<file path="src/rtl/ps2_pkg.sv">
// Shared PS/2 definitions: transmitter state encoding, command bytes and
// the microsecond-to-cycle helper used to size the line timers.
package ps2_pkg;

    typedef enum logic [2:0] {
        ST_IDLE,
        ST_INHIBIT,
        ST_RTS,
        ST_DATA,
        ST_PARITY,
        ST_STOP,
        ST_ACK,
        ST_WAIT_IDLE
    } ps2_state_e;

    localparam logic [7:0] PS2_CMD_RESET    = 8'hFF;
    localparam logic [7:0] PS2_CMD_SET_LEDS = 8'hED;
    localparam logic [7:0] PS2_CMD_ENABLE   = 8'hF4;
    localparam logic [7:0] PS2_ACK_BYTE     = 8'hFA;

    // Multiply before dividing so fractional MHz clocks keep their precision;
    // 64-bit math because Hz x us overflows 32 bits for the watchdog.
    function automatic int ps2_us_to_cycles(input longint hz, input longint us);
        return int'((hz * us) / 64'sd1000000);
    endfunction

endpackage

</file>
<file path="src/rtl/ps2_line_sync.sv">
// Two-flop synchronizer for a raw PS/2 line plus a falling-edge strobe.
// Flops reset to 1 because an idle open-drain PS/2 line reads high.
module ps2_line_sync (
    input  logic clk,
    input  logic reset,
    input  logic line_in,
    output logic synced,
    output logic fe
);

    logic meta_q;
    logic sync_q;
    logic prev_q;

    // Synchronizer chain and one-cycle history for edge detection.
    always_ff @(posedge clk) begin
        if (!reset) begin
            meta_q <= 1'b1;
            sync_q <= 1'b1;
            prev_q <= 1'b1;
        end else begin
            meta_q <= line_in;
            sync_q <= meta_q;
            prev_q <= sync_q;
        end
    end

    assign synced = sync_q;
    assign fe     = prev_q & ~sync_q;

endmodule

</file>
<file path="src/rtl/ps2_host_tx.sv">
// Host-to-device PS/2 command transmitter, open-drain outputs (oe=1 pulls low).
// Optional watchdog over the device-clocked part of the frame is built in
// when PS2_HOST_TX_TIMEOUT_EN is defined; otherwise the block waits forever.
module ps2_host_tx
    import ps2_pkg::*;
#(
    parameter int CLK_FREQ_HZ = 3250000,
    parameter int INHIBIT_US  = 100,
    parameter int RTS_US      = 10,
    parameter int TIMEOUT_US  = 15000
) (
    input  logic       clk,
    input  logic       reset,
    input  logic [7:0] tx_data,
    input  logic       tx_valid,
    output logic       tx_ready,
    output logic       tx_done,
    output logic       tx_error,
    output logic       busy,
    input  logic       ps2_clk_in,
    input  logic       ps2_data_in,
    output logic       ps2_clk_oe,
    output logic       ps2_data_oe
);

    localparam int INH_CYC = ps2_us_to_cycles(longint'(CLK_FREQ_HZ), longint'(INHIBIT_US));
    localparam int RTS_CYC = ps2_us_to_cycles(longint'(CLK_FREQ_HZ), longint'(RTS_US));
    localparam int TO_CYC  = ps2_us_to_cycles(longint'(CLK_FREQ_HZ), longint'(TIMEOUT_US));
    localparam int TW      = $clog2(TO_CYC + 1);

    logic clk_synced;
    logic clk_fe;
    logic data_meta_q;
    logic data_synced_q;

    ps2_line_sync u_clk_sync (
        .clk     (clk),
        .reset   (reset),
        .line_in (ps2_clk_in),
        .synced  (clk_synced),
        .fe      (clk_fe)
    );

    // Data line only needs a synchronized level, never an edge.
    always_ff @(posedge clk) begin
        if (!reset) begin
            data_meta_q   <= 1'b1;
            data_synced_q <= 1'b1;
        end else begin
            data_meta_q   <= ps2_data_in;
            data_synced_q <= data_meta_q;
        end
    end

    ps2_state_e    state_q, state_d;
    logic [TW-1:0] timer_q, timer_d;
    logic [7:0]    shift_q, shift_d;
    logic [2:0]    idx_q, idx_d;
    logic          parity_q, parity_d;
    logic          err_q, err_d;
    logic          clk_oe_q, clk_oe_d;
    logic          data_oe_q, data_oe_d;
    logic          ready_q, ready_d;
    logic          busy_q, busy_d;
    logic          done_q, done_d;
    logic          error_q, error_d;

    // Next-state and registered-output logic for the whole frame.
    always_comb begin
        state_d   = state_q;
        timer_d   = timer_q;
        shift_d   = shift_q;
        idx_d     = idx_q;
        parity_d  = parity_q;
        err_d     = err_q;
        clk_oe_d  = clk_oe_q;
        data_oe_d = data_oe_q;
        busy_d    = busy_q;
        done_d    = 1'b0;
        error_d   = error_q;

        case (state_q)
            ST_IDLE: begin
                clk_oe_d  = 1'b0;
                data_oe_d = 1'b0;
                busy_d    = 1'b0;
                if (tx_valid && ready_q) begin
                    shift_d  = tx_data;
                    parity_d = ~^tx_data;
                    err_d    = 1'b0;
                    timer_d  = '0;
                    clk_oe_d = 1'b1;
                    busy_d   = 1'b1;
                    state_d  = ST_INHIBIT;
                end
            end
            ST_INHIBIT: begin
                if (timer_q == TW'(INH_CYC - 1)) begin
                    timer_d   = '0;
                    data_oe_d = 1'b1;   // start bit doubles as request-to-send
                    state_d   = ST_RTS;
                end else begin
                    timer_d = timer_q + TW'(1);
                end
            end
            ST_RTS: begin
                if (timer_q == TW'(RTS_CYC - 1)) begin
                    timer_d  = '0;      // watchdog measures from here
                    clk_oe_d = 1'b0;
                    idx_d    = 3'd0;
                    state_d  = ST_DATA;
                end else begin
                    timer_d = timer_q + TW'(1);
                end
            end
            ST_DATA: begin
                if (clk_fe) begin
                    data_oe_d = ~shift_q[0];
                    shift_d   = {1'b0, shift_q[7:1]};
                    idx_d     = idx_q + 3'd1;
                    if (idx_q == 3'd7) begin
                        state_d = ST_PARITY;
                    end
                end
            end
            ST_PARITY: begin
                if (clk_fe) begin
                    data_oe_d = ~parity_q;
                    state_d   = ST_STOP;
                end
            end
            ST_STOP: begin
                if (clk_fe) begin
                    data_oe_d = 1'b0;
                    state_d   = ST_ACK;
                end
            end
            ST_ACK: begin
                if (clk_fe) begin
                    err_d   = data_synced_q;   // device must pull data low to ACK
                    state_d = ST_WAIT_IDLE;
                end
            end
            ST_WAIT_IDLE: begin
                if (clk_synced && data_synced_q) begin
                    done_d  = 1'b1;
                    error_d = err_q;
                    state_d = ST_IDLE;
                end
            end
            default: begin
                state_d = ST_IDLE;
            end
        endcase

`ifdef PS2_HOST_TX_TIMEOUT_EN
        // Watchdog overrides everything, including a completion on the same cycle.
        if (state_q inside {ST_DATA, ST_PARITY, ST_STOP, ST_ACK, ST_WAIT_IDLE}) begin
            if (timer_q == TW'(TO_CYC - 1)) begin
                clk_oe_d  = 1'b0;
                data_oe_d = 1'b0;
                done_d    = 1'b1;
                error_d   = 1'b1;
                state_d   = ST_IDLE;
            end else begin
                timer_d = timer_q + TW'(1);
            end
        end
`endif

        ready_d = (state_d == ST_IDLE);
    end

    // State and output registers; reset releases both lines immediately.
    always_ff @(posedge clk) begin
        if (!reset) begin
            state_q   <= ST_IDLE;
            timer_q   <= '0;
            shift_q   <= 8'h00;
            idx_q     <= 3'd0;
            parity_q  <= 1'b0;
            err_q     <= 1'b0;
            clk_oe_q  <= 1'b0;
            data_oe_q <= 1'b0;
            ready_q   <= 1'b1;
            busy_q    <= 1'b0;
            done_q    <= 1'b0;
            error_q   <= 1'b0;
        end else begin
            state_q   <= state_d;
            timer_q   <= timer_d;
            shift_q   <= shift_d;
            idx_q     <= idx_d;
            parity_q  <= parity_d;
            err_q     <= err_d;
            clk_oe_q  <= clk_oe_d;
            data_oe_q <= data_oe_d;
            ready_q   <= ready_d;
            busy_q    <= busy_d;
            done_q    <= done_d;
            error_q   <= error_d;
        end
    end

    assign tx_ready    = ready_q;
    assign busy        = busy_q;
    assign tx_done     = done_q;
    assign tx_error    = error_q;
    assign ps2_clk_oe  = clk_oe_q;
    assign ps2_data_oe = data_oe_q;

endmodule

</file>
<file path="config.mk">
export PLATFORM = sky130hd
export DESIGN_NAME = ps2_host_tx
export DESIGN_NICKNAME = d
export VERILOG_FILES = /design/src/rtl/ps2_pkg.sv /design/src/rtl/ps2_line_sync.sv /design/src/rtl/ps2_host_tx.sv
export SDC_FILE = /design/constraint.sdc
export NUM_CORES = 1
export LEC_CHECK = 0
export BUFFER_PORTS_ARGS = -buffer_cell sky130_fd_sc_hd__buf_2
export CAP_MARGIN = 10
export CORE_ASPECT_RATIO = 1.4
export CORE_MARGIN = 2
export CORE_UTILIZATION = 58
export DETAILED_ROUTE_END_ITERATION = 6
export HOLD_SLACK_MARGIN = 0.1
export PLACE_DENSITY = 0.78
export SLEW_MARGIN = 0
export SYNTH_ARGS = -nofsm -noshare
export SYNTH_HDL_FRONTEND = slang
export SYNTH_SLANG_ARGS = --single-unit
</file>
<file path="constraint.sdc">
create_clock -name clk -period 4.6 [get_ports clk]
set_clock_uncertainty 0.1 [all_clocks]
set_input_delay 0.23 -clock clk [delete_from_list [all_inputs] [get_ports clk]]
set_output_delay 0.23 -clock clk [all_outputs]
set_load 0.02 [all_outputs]
</file>
-- After elaboration in Yosys (flattened, before gate mapping)
Index checks and enable logic that the tools add are counted.
W data, S select, Z words.
- add/subtract/negate cells: 2
- eq/ne operators: 17
- multiplexer cells: 32
- bitwise gates (word level): 4
- reduce and logical (&&, ||, !) cells: 20
- operator list (operator ; count):
    $mux W16 ; 3
    $pmux W16 S3 ; 1
    $mux W3 ; 11
    $pmux W3 S8 ; 1
    $add A16 B1 Y16 const B ; 1
    $eq A16 B5 Y1 const B ; 1
    $eq A16 B9 Y1 const B ; 1
    $mux W8 ; 2
    $pmux W8 S2 ; 1
    $eq A3 B3 Y1 const B ; 5
    $ne A2 B2 Y1 const B ; 7
    $reduce_and A2 Y1 ; 5
    $mux W1 ; 9
    $reduce_and A3 Y1 ; 3
    $reduce_bool A2 Y1 ; 4
    $reduce_xnor A8 Y1 ; 1
    $eq A3 B2 Y1 const B ; 2
    $logic_not A3 Y1 ; 2
    $pmux W3 S2 ; 1
    $pmux W1 S5 ; 1
    $reduce_and A5 Y1 ; 1
    $reduce_bool A5 Y1 ; 1
    $pmux W1 S2 ; 2
    $add A3 B1 Y3 const B ; 1
    other kinds (5) ; 8
- bits in registers: 43
- output and inout bits: 6
- word-level logic and storage cells: 92

-- Depth between registers and ports, before layout
- depth in word-level cells: 5
- depth in mapped cells: 8

-- Modules after synthesis
A second synthesis with hierarchy kept.
- cell total of the unflattened synthesis: 243
- area total of the unflattened synthesis: 2140.8 um2
- modules (own cells, without submodules) (module ; instances ; cells each ; area each (um2) ; sequential area each (um2)):
    ps2_host_tx ; 1 ; 236 ; 2055.7 ; 800.8
    ps2_line_sync ; 1 ; 7 ; 85.1 ; 60.1

-- Worst setup path before layout
Ideal clock, no wire load.
- kind: register -> register
- start point: register timer_q[0]
- end point: register timer_q[10]
- library setup time: 0.115 ns
- data arrival time: 1.960 ns
- data required time: 4.385 ns
- slack: 2.426 ns
- cell stages (with the launch flop): 9
- path buffers: 1
- path through: dfxtp_1 inv_1 ha_1 or4bb_1 or4_4 and2_4 o21ai_4 buf_6 nor2_1
- cells in the longest elaborated chain, start to end: 3
- ends and longest elaborated chain (item ; RTL line ; source):
    from (decl) ; ps2_host_tx.sv:56 ; logic [TW-1:0] timer_q, timer_d;
    from (signal assigned) ; ps2_host_tx.sv:191 ; timer_q <= timer_d;
    $add A16 B1 Y16 (tied with other cells) ; ps2_host_tx.sv:103, ps2_host_tx.sv:113 ;
    $mux W16, on equally long branches ; ps2_host_tx.sv:107, ps2_host_tx.sv:98 ;
    $pmux W16 S3 * ; ps2_host_tx.sv:82 ; case (state_q)
Mark *: on every way between the ends. The rest lies on a longest branch, timed or not.
A chain may end at the register's enable or synchronous reset.

-- Worst setup path in the final report
- start point: register timer_q[0]
- end point: register idx_q[0]
- cells in the longest elaborated chain, start to end: 3
- ends and longest elaborated chain (item ; RTL line ; source):
    $eq A16 B5 Y1 ; ps2_host_tx.sv:107 ; if (timer_q == TW'(RTS_CYC - 1)) begin
    $ne A2 B2 Y1 (no line) ; - ;
    $reduce_and A3 Y1 (no line) ; - ;
    to (signal assigned) ; ps2_host_tx.sv:193 ; idx_q <= idx_d;
    to (decl) ; ps2_host_tx.sv:58 ; logic [2:0] idx_q, idx_d;
No other way between the ends.

==> key figures <==
Status
  • Status: completed

Cells and area
  • Final Util: 65.1%
  • Fillcell total: 300
  • Layout cells sized above 1: 12.0%
  • Synthesis-to-layout area growth: 9.40%
  • Area occupied by multi-input gates: 1200 um2
  • Nets: 275
  • Register Area: 861 um2
  • Fin area: 2330 um2
  • Inserted Diodes: 0

Clock network
  • CTS root buf: clkbuf_8
  • Clk slew on worst S/H paths: 0.08 ns
  • CTS tree: done
  • Clk sinks: 43
  • Total CTS buffers: 5
  • H-tree levels: 2
  • Max clock buf depth: 2
  • Hold Buf Count CTS: 2
  • Post-CTS Repair Setup Buffers: 0
  • Clk_lat worst skew: 0.29 ns
  • Post_cts resized: 0

Synth
  • Post-Synthesis Net Count: 259
  • Xor/xnor share of the synthesized area: 9.04%
  • Synthesized area: 2130 um2
  • Post-synth top area share: 40.4%
  • Compound-cell area share of the yosys netlist: 13.8%
  • Distinct cells, synth: 50
  • Synthesized netlist cell count: 242
  • Mux share of post-synthesis cell area: 3.76%
  • Syn. warnings: 0
  • Area contributors post-synth: dfxtp_1 40%, xnor2_1 6.6%, nand2_1 4.8%
  • Main combinational cell family by area after synthesis: simple AND/OR/NAND/NOR gates
  • Register area share after synthesis: 40.4%
  • Simple logic cell fraction of the synthesized area: 27.2%
  • Synthesized area per cell: 8.80 um2
  • Post-synth EDFFs: 0
  • Post-synthesis adder-cell area fraction: 2.35%
  • Post-synth ARST share: 0%
  • Yosys reg bits: 43
  • Area leader, netlist: dfxtp_1
  • Most used DFF post-synth: dfxtp_1

Routing
  • Vias per cell: 5.76
  • Average wire per standard cell: 13.9 um
  • Total wire length: 4170 um
  • DRC errors left: 0
  • Antenna viol nets, final: 0
  • First DRT Iteration DRCs: 73
  • Via count: 1728
  • Pre-antenna DRT Iters: 4

Global route
  • Largest net degree at the start of global routing: 29
  • Total global-route track usage: 21.1%
  • Antenna violations before repair: 0
  • Total congestion overflow: 0
  • First-pass GRT wire length: 7130 um
  • Vias in the first global route: 1681

Power and ir drop
  • Int Power: 549 uW
  • Flop pwr share: 55.1%
  • Sw power: 180 uW
  • PD cells: 313 nW/um2
  • Comb pwr share: 13.0%
  • Clock Power Share: 31.9%
  • Max rail drop VDD: 271 uV
  • Switching Fraction: 24.7%
  • Leak: 0.000969 uW

Min path
  • Worst Hold Class: input pin to flip-flop
  • Hold-critical path depth: 4

Floorplan
  • Die Y: 75.7 um
  • Initial Util: 59.5%
  • Core area: 3580 um2
  • I/O pins: 19
  • Die width: 55.2 um
  • Die ar.: 4180 um2
  • Std-Cell Rows: 26

STA
  • RSZ-0062 raised after global routing: false
  • Final hold violation count: 0
  • Slew Viols, Final: 0
  • Max-slew headroom: 37.2%
  • Setup tns final: 0 ns
  • # setup viols final: 0
  • Fmax: 399 MHz
  • Tcrit/Tclk final: 54.5%
  • Worst slew pin tran: 0.936 ns
  • Crit path time final: 2.51 ns

Worst setup path
  • CP arrival: 2.59 ns
  • Critical Path RT: 4.68 ns
  • CP peak stage delay: 0.44 ns
  • Crit-path max FO: 5
  • Crit start category: flip-flop
  • CP max stage cell: nor4_1
  • Worst r2r path cells: 6
  • Setup CP Type: flip-flop to flip-flop
  • Setup crit end kind: flip-flop
  • Cell Chain, Critical Path: ha_1 > or4b_1 > nor4_1 > nand4_1 > and3_1 > o21a_1

Placed design
  • Dpl cell area: 2220 um2
  • Final Wtd Congestion: 0.888
  • Port bufs: 18
  • HPWL after DPL: 3010 um

Run
  • # Max-Cap Violations: 0
-- layout by cell type (no fill, tap or decap), types with 2 or more instances in the layout --
master,n
nor4_1,3
o2bb2ai_1,2
and3_1,4
a31oi_1,5
a21boi_0,5
a211oi_1,2
inv_1,6
nand4_1,5
dlygate4sd3_1,2
dfxtp_1,43
clkbuf_8,6
nand3_1,9
o21ai_0,4
nor3_1,6
and2_1,5
nand2b_1,8
mux2i_1,8
nor2b_1,5
nand2_1,27
xnor2_1,16
nor2_1,24
or3_1,2
a21oi_1,3
o211a_1,7
buf_2,18
xor2_1,6
ha_1,4
-- critical path, delay by kind of cell, from the launching register on --
| family | cells | cell delay [ns] |
|---|---|---|
| and+or+nand+nor | 4 | 1.51 |
| DFF | 1 | 0.42 |
| adders and majority gates | 1 | 0.19 |
| AOI/OAI and AO/OA | 1 | 0.18 |
-- state kept, by name, indices dropped and copies added (netlist names), 3 cells and up --
| name | flops |
|---|---|
| timer_q | 16 |
| idx_q | 3 |
| shift_q | 8 |
| state_q | 3 |
-- synth_stat cells, drive strengths merged (3+ instances only) --
cell	number
dfxtp	43
nand2	27
nor2	24
xnor2	16
nand3	9
clkbuf	8
mux2i	8
nand2b	8
o211a	7
and2	6
inv	6
nor3	6
o21ai	6
xor2	6
a21boi	5
a31oi	5
nand4	5
nor2b	5
and3	4
ha	4
a21oi	3
buf	3
nor4	3
-- kinds of logic after synthesis --
group           Yosys count
simple gates            110
flops                    43
compound gates           38
xor+xnor                 22
buf+inv                  17
mux                       8
fa+ha+maj                 4
-- final timing paths --
check	start	endpoint	slack [ns]
worst min register to register	data_meta_q	data_synced_q	0.32
worst max-delay path	timer_q[0]	idx_q[0]	2.09
worst min-delay path	tx_data[7]	shift_q[7]	0.22
worst max register to register	timer_q[0]	idx_q[0]	2.09
-- routing by layer --
metal | vias to the layer above | wire (um) | track usage [%]
met5 | - | 0 | 0
met4 | 0 | 46 | 8.94
met3 | 7 | 121 | 4.75
met2 | 29 | 2240 | 39.8
met1 | 813 | 1760 | 22.9
li1 | 879 | - | -
-- through the flow --
| step | instances | setup WS [ns] | power (uW) | hold WS (ns) |
|---|---|---|---|---|
| 4_1_cts | 300 | 2.13 | 737 | 0.215 |
| 3_5_place_dp | 291 | 2.14 | 504 | 0.305 |
| 3_3_place_gp | 291 | 2.13 | 502 | 0.289 |
| 6_report | 300 | 2.09 | 729 | 0.221 |
| 5_1_grt | 300 | 2.02 | 764 | 0.229 |
| 2_1_floorplan | 242 | 2.43 | 482 | 0.231 |
-- cell type report --
class,instances,area share (%)
clock buffer,6,3.54
clock inverter,1,0.215
inverter,6,0.966
multi-input combinational,182,51.4
sequential,43,36.9
tap,42,2.25
timing repair buffer,20,4.72
-- power groups by stage --
| stage | Combinational, uW | Sequential [uW] | Clock [uW] |
|---|---|---|---|
| after floorplan | 72.1 | 410 | 0 |
| after global placement | 92.7 | 410 | 0 |
| after detailed placement | 93.9 | 411 | 0 |
| after CTS | 95.4 | 402 | 239 |
| after global routing | 107 | 404 | 253 |
| final | 94.7 | 402 | 233 |
No activity file was read; power rests on OpenSTA's default activity.
